==> src/rtl/rgb565_gray_pack_ise.sv <==
// rgb565_gray_pack_ise: multi-cycle custom instruction that converts four
// RGB565 pixels (two per operand) into four 8-bit gray pixels packed in one
// 32-bit word. Three working states after accept: MUL, ADD, DONE.
// Outputs are forced to zero outside DONE so the block can share an OR-ed
// result bus with other instruction extensions.
module rgb565_gray_pack_ise #(
  parameter logic [7:0] customInstructionId = 8'd0
) (
  input  logic        clock,
  input  logic        reset,
  input  logic        ciStart,
  input  logic        ciCke,
  input  logic [7:0]  ciN,
  input  logic [31:0] ciValueA,
  input  logic [31:0] ciValueB,
  output logic        ciDone,
  output logic [31:0] ciResult
);

  typedef enum logic [1:0] {
    IDLE = 2'd0,
    MUL  = 2'd1,
    ADD  = 2'd2,
    DONE = 2'd3
  } state_t;

  state_t      stateQ, stateD;
  logic [63:0] pixQ, pixD;
  logic [15:0] pRQ [4];
  logic [15:0] pRD [4];
  logic [15:0] pGQ [4];
  logic [15:0] pGD [4];
  logic [15:0] pBQ [4];
  logic [15:0] pBD [4];
  logic [31:0] resultQ, resultD;

  logic        accept;
  logic [7:0]  r8 [4];
  logic [7:0]  g8 [4];
  logic [7:0]  b8 [4];
  logic [15:0] sum [4];

  assign accept = (stateQ == IDLE) && ciStart && (ciN == customInstructionId);

  // Next-state logic: a fixed walk through MUL, ADD and DONE once accepted
  always_comb begin
    stateD = stateQ;
    case (stateQ)
      IDLE:    if (accept) stateD = MUL;
      MUL:     stateD = ADD;
      ADD:     stateD = DONE;
      DONE:    stateD = IDLE;
      default: stateD = IDLE;
    endcase
  end

  // Channel expansion to 8 bits by replicating the top bits into the gap
  always_comb begin
    for (int i = 0; i < 4; i++) begin
      r8[i] = {pixQ[16*i+11 +: 5], pixQ[16*i+13 +: 3]};
      g8[i] = {pixQ[16*i+5 +: 6], pixQ[16*i+9 +: 2]};
      b8[i] = {pixQ[16*i +: 5], pixQ[16*i+2 +: 3]};
    end
  end

  // Datapath next values: latch operands, weight channels, then sum and pack
  always_comb begin
    pixD    = pixQ;
    resultD = resultQ;
    for (int i = 0; i < 4; i++) begin
      pRD[i] = pRQ[i];
      pGD[i] = pGQ[i];
      pBD[i] = pBQ[i];
      sum[i] = pRQ[i] + pGQ[i] + pBQ[i];
    end
    if (accept) begin
      pixD = {ciValueB, ciValueA};
    end
    if (stateQ == MUL) begin
      for (int i = 0; i < 4; i++) begin
        pRD[i] = {8'd0, r8[i]} * 16'd54;
        pGD[i] = {8'd0, g8[i]} * 16'd183;
        pBD[i] = {8'd0, b8[i]} * 16'd19;
      end
    end
    if (stateQ == ADD) begin
      for (int i = 0; i < 4; i++) begin
        resultD[8*i +: 8] = sum[i][15:8];
      end
    end
  end

  // State and pipeline registers; a low clock enable freezes everything
  always_ff @(posedge clock) begin
    if (reset) begin
      stateQ  <= IDLE;
      pixQ    <= '0;
      resultQ <= '0;
      for (int i = 0; i < 4; i++) begin
        pRQ[i] <= '0;
        pGQ[i] <= '0;
        pBQ[i] <= '0;
      end
    end else if (ciCke) begin
      stateQ  <= stateD;
      pixQ    <= pixD;
      resultQ <= resultD;
      for (int i = 0; i < 4; i++) begin
        pRQ[i] <= pRD[i];
        pGQ[i] <= pGD[i];
        pBQ[i] <= pBD[i];
      end
    end
  end

  // Bus outputs decoded from registered state only; zero outside DONE
  always_comb begin
    ciDone   = (stateQ == DONE);
    ciResult = (stateQ == DONE) ? resultQ : 32'd0;
  end

endmodule

==> config.mk <==
export PLATFORM = sky130hd
export DESIGN_NAME = rgb565_gray_pack_ise
export DESIGN_NICKNAME = d
export VERILOG_FILES = /design/src/rtl/rgb565_gray_pack_ise.sv
export SDC_FILE = /design/constraint.sdc
export NUM_CORES = 1
export LEC_CHECK = 0
export ABC_AREA = 1
export BUFFER_PORTS_ARGS = -buffer_cell sky130_fd_sc_hd__buf_2
export CAP_MARGIN = 10
export CORE_AREA = 5 5 207 209
export DETAILED_ROUTE_END_ITERATION = 10
export DIE_AREA = 0 0 212 214
export PLACE_DENSITY = 0.93
export SETUP_SLACK_MARGIN = 0.5
export SYNTH_ARGS = -nofsm -noshare
export SYNTH_HDL_FRONTEND = slang
export SYNTH_SLANG_ARGS = --single-unit
==> constraint.sdc <==
create_clock -name clock -period 6.95 [get_ports clock]
set_input_delay 1.39 -clock clock [delete_from_list [all_inputs] [get_ports clock]]
set_output_delay 1.39 -clock clock [all_outputs]
set_load 0.03 [all_outputs]
Yosys cells after proc, flatten, opt, wreduce, memory -nomap -nowiden
Memories as Yosys holds them, arrays and structs flattened.
Index checks and enable logic that the tools add are counted.
- bits in registers: 98
- RAM bits: 192
- output and inout bits: 33
- word-level logic and storage cells: 72
- memories: 3
- memories (memory ; words ; bits a word ; rd ports ; clocked after Yosys merged registers in ; write ports ; line ; RTL):
    pBQ ; 4 ; 16 ; 4 ; 0 ; 4 ; 33 ; logic [15:0] pBQ [4];
    pGQ ; 4 ; 16 ; 4 ; 0 ; 4 ; 31 ; logic [15:0] pGQ [4];
    pRQ ; 4 ; 16 ; 4 ; 0 ; 4 ; 29 ; logic [15:0] pRQ [4];
- add/subtract/negate cells: 8
- multipliers: 12
- equal/unequal tests: 4
- multiplexer cells: 23
- bitwise logic cells: 12
- reductions and logical operators: 7
- operators with widths (kind ; number):
    $mux 16 ; 12
    $mux 64 ; 3
    $add 16x16->16 ; 8
    $mul 8x5->13 const B ; 8
    $mul 8x8->16 const B ; 4
    $mux 32 ; 1
    $or 1x1->1 ; 12
    $logic_not 8->1 ; 1
    $pmux 2 s4 ; 1
    $reduce_and 2->1 ; 3
    $mux 1 ; 5
    $eq 2x2->1 const B ; 2
    $eq 2x1->1 const B ; 1
    $logic_and 1x1->1 ; 2
    $logic_not 2->1 ; 1
    $mux 2 ; 1
    $ne 2x2->1 const B ; 1

Longest topological paths before layout
- word-level depth: 5
- depth in mapped cells: 18
- mapped depth without buffers: 18

Least setup slack after synthesis
OpenSTA, ideal clock, no wires.
- path kind: input -> register
- from: input reset
- to: memory pBQ[0][0] (enable)
- setup time: 1.379 ns
- data arrival time: 4.503 ns
- slack: 1.067 ns
- stages: 3
- cell sequence: inv_1 -> buf_1 -> nand2_1
- RTL lines (what ; line ; RTL):
    start, declared ; 10 ; input logic reset,
    end, declared ; 33 ;

==> run summary <==
Synth area leader: edfxtp_1
Layout cell share with drive strength beyond 1: 5.47%
Status: finished clean
Root Driver: clkbuf_16
Number of max-cap violations: 0
Max Slew Vio Count: 0
Pin count of the biggest net entering global routing: 86
Crit-path cells: ha_1 > xor2_1 > ha_1 > a21oi_1 > fa_1 > fa_1 > inv_1 > ha_1 > inv_1 > nor3_1 > nand2_1 > nand3_1 > nand2_1 > nand2_1 > nand2_1 > nand2_1 > nor2_1
Top-count cell post-synth: inv_1
Fillers: 2,989
Total design power: 4.12 mW
Largest cells by area after synthesis: edfxtp_1 20%, ha_1 20%, fa_1 14%
Sequential-to-total area share from yosys stat: 27.1%
DR vias: 21,700
Core Util, Final: 69.1%
Mapped cell area: 0.0258 mm²
# Post-CTS Setup Buffers: 0
Vias in the first global route: 22,000
Synth Flop Type: edfxtp_1
Area Overhead vs Synth: 8.64%
First-pass DRT Iterations: 6
Crit path max-delay cell type: dfxtp_1
Pleak: 15.1 nW
Post-synth EDFFs: 168
Crit share post-route: 59.1%
Worst clock skew: 0.0161 ns
Critical Path Most Common Cell: nand2_1
Total CTS buffers: 34
GP Congestion: 0.945
P per Cell Area: 147 mW/mm²
Max IR drop VDD: 0.178 mV
Mapped Cells: 3,236
Gr ovfl total: 0
CTS H-tree depth: 2
Chip Width: 212 µm
Mapped Nets: 3,897
NumNets Final: 3,999
Multi-input logic area: 0.0160 mm²
Number of gates resized after CTS: 0
Async SR Flop Fraction: 0%
RSZ-0062 raised after global routing: no
Vias per inst: 5.57
Worst path buffer plus inverter count: 2
Hold-fix buffers at CTS: 0
Distinct cell type count after synthesis: 36
1st-iter DRT viols: 1,961
Yosys reg bits: 266
Delay-heaviest family, CP: adder cells
Final hold vios: 0
Worst-Margin Slew: 1.14 ns
Core ar.: 0.0406 mm²
GRT Overall Usage: 27.3%
R2r setup slk: 2.84 ns
# rows: 74
Drt total wl: 61.7 mm
CP Capture Type: flip-flop
Slew Limit Headroom: 23.9%
Setup TNS: 0 ns
Max Clock Freq: 243 MHz
Avg Cell Area, Syn: 7.98 µm²
Initial Utilization: 63.6%
Worst-path fanout max: 11
Register area: 0.00701 mm²
Port bufs: 108
Post-route ant nets: 0
Min-delay worst type: reg2reg
Antenna diode count: 0
Number of DRC violations after detailed routing: 0
CTS tree: done
HPWL after DPL: 47.0 mm
Initial antenna violation count: 1
Die H: 214 µm
Final setup fails: 0
I/O pin total: 109
Clk sinks: 266
Clk buf depth: 3
Worst EP required: 7.24 ns
Die area: 0.0454 mm²
CTS clk-pin slew, worst paths: 0.06 ns
Setup CP Type: reg2reg
Worst Path Arrival: 4.40 ns
First-pass GRT wire length: 104 mm
Worst-Skew Late Latency: 0.55 ns
CP max stage delay: 0.67 ns
Yosys Warn Count: 0
Setup crit start kind: flip-flop
Final min period: 4.11 ns
Top post-synthesis cells by count: 691 x inv_1, 615 x nand2_1, 403 x ha_1
Routed wire per std cell: 15.8 µm
Top-area cell type share of the netlist area: 19.5%
-- cell type report --
class	instances	share of cell area, %
multi-input cells	2226	56.9
flip-flops and latches	266	25.0
inverters	695	9.29
clock buffers	44	3.51
well taps	532	2.37
repair buffers	115	2.11
clock inverters	18	0.878
-- placed cells by master (no fill, tap or decap), types with 6 or more instances in the layout --
master	synthesis	routed
a21oi_1	245	245
a31oi_1	6	6
and2_1	8	8
buf_2	6	108
buf_4	0	7
clkbuf_16	0	38
clkinvlp_4	0	6
dfxtp_1	98	98
edfxtp_1	168	168
fa_1	182	182
ha_1	403	403
inv_1	691	690
nand2_1	615	614
nand3_1	136	136
nand4_1	20	20
nor2_1	360	360
nor3_1	17	17
o21a_1	20	20
o21ai_0	126	126
o21ai_1	33	33
o21bai_1	17	17
xnor2_1	7	7
xor2_1	13	13
-- worst register-to-register path, cell delays in order (launching register included) --
cell     delay [ns]
dfxtp_1        0.67
ha_1           0.38
xor2_1         0.18
ha_1           0.20
a21oi_1        0.20
fa_1           0.48
fa_1           0.50
inv_1          0.05
ha_1           0.34
inv_1          0.09
nor3_1         0.19
nand2_1        0.08
nand3_1        0.14
nand2_1        0.07
nand2_1        0.10
nand2_1        0.07
nand2_1        0.08
nor2_1         0.07
-- power breakdown --
part           switching (mW)  internal [mW]  leakage (nW)
Clock                   0.753           1.20         0.584
Combinational           0.278          0.151          11.9
Sequential             0.0261           1.71          2.52
-- registers in the layout, indices dropped and copies added, names as in the netlist --
| name | flops |
|---|---|
| stateQ | 2 |
| resultQ | 32 |
| pixQ | 64 |
| pGQ | 64 |
| pBQ | 52 |
| pRQ | 52 |
-- cell families (layout without fill, tap and decap cells) --
group	Yosys count	count (layout)	synth area share, %
and+or+nand+nor	1162	1162	18.0
buffers and inverters	744	872	11.2
adders and majority gates	585	585	33.6
AOI/OAI and AO/OA	459	459	9.40
DFF	266	266	27.1
xor gates and xnor gates	20	20	0.678
-- metrics by stage --
step / hold WS [ns] / instances / cell area (µm²) / setup WS, ns
floorplan: 0.480 / 3236 / 25800 / 1.07
global placement: 0.498 / 3834 / 26800 / 3.07
detailed placement: 0.500 / 3834 / 26800 / 2.92
CTS: 0.518 / 3896 / 28100 / 2.86
global route: 0.546 / 3896 / 28100 / 2.53
finish: 0.515 / 3896 / 28100 / 2.84
-- layer usage --
| metal | share of wire [%] | up-vias | track usage (%) |
|---|---|---|---|
| met4 | 4.0 | 2 | 10.5 |
| met2 | 49 | 892 | 47.3 |
| met3 | 6.8 | 197 | 4.56 |
| met1 | 40 | 10100 | 34.2 |
| li1 | - | 10500 | - |
| met5 | 0.019 | - | 0 |
-- path summary, 6_finish.rpt --
kind                           start                  endpoint  cells past startpoint
max            pixQ[10]$_SDFFE_PP0P_  pGQ[0][14]$_SDFFCE_PN0P_                     17
min          resultQ[0]$_SDFFE_PP0P_   resultQ[0]$_SDFFE_PP0P_                      2
max reg2reg    pixQ[10]$_SDFFE_PP0P_  pGQ[0][14]$_SDFFCE_PN0P_                     17
min reg2reg  resultQ[0]$_SDFFE_PP0P_   resultQ[0]$_SDFFE_PP0P_                      2
Note: power is estimated with default switching activity, not from simulation.
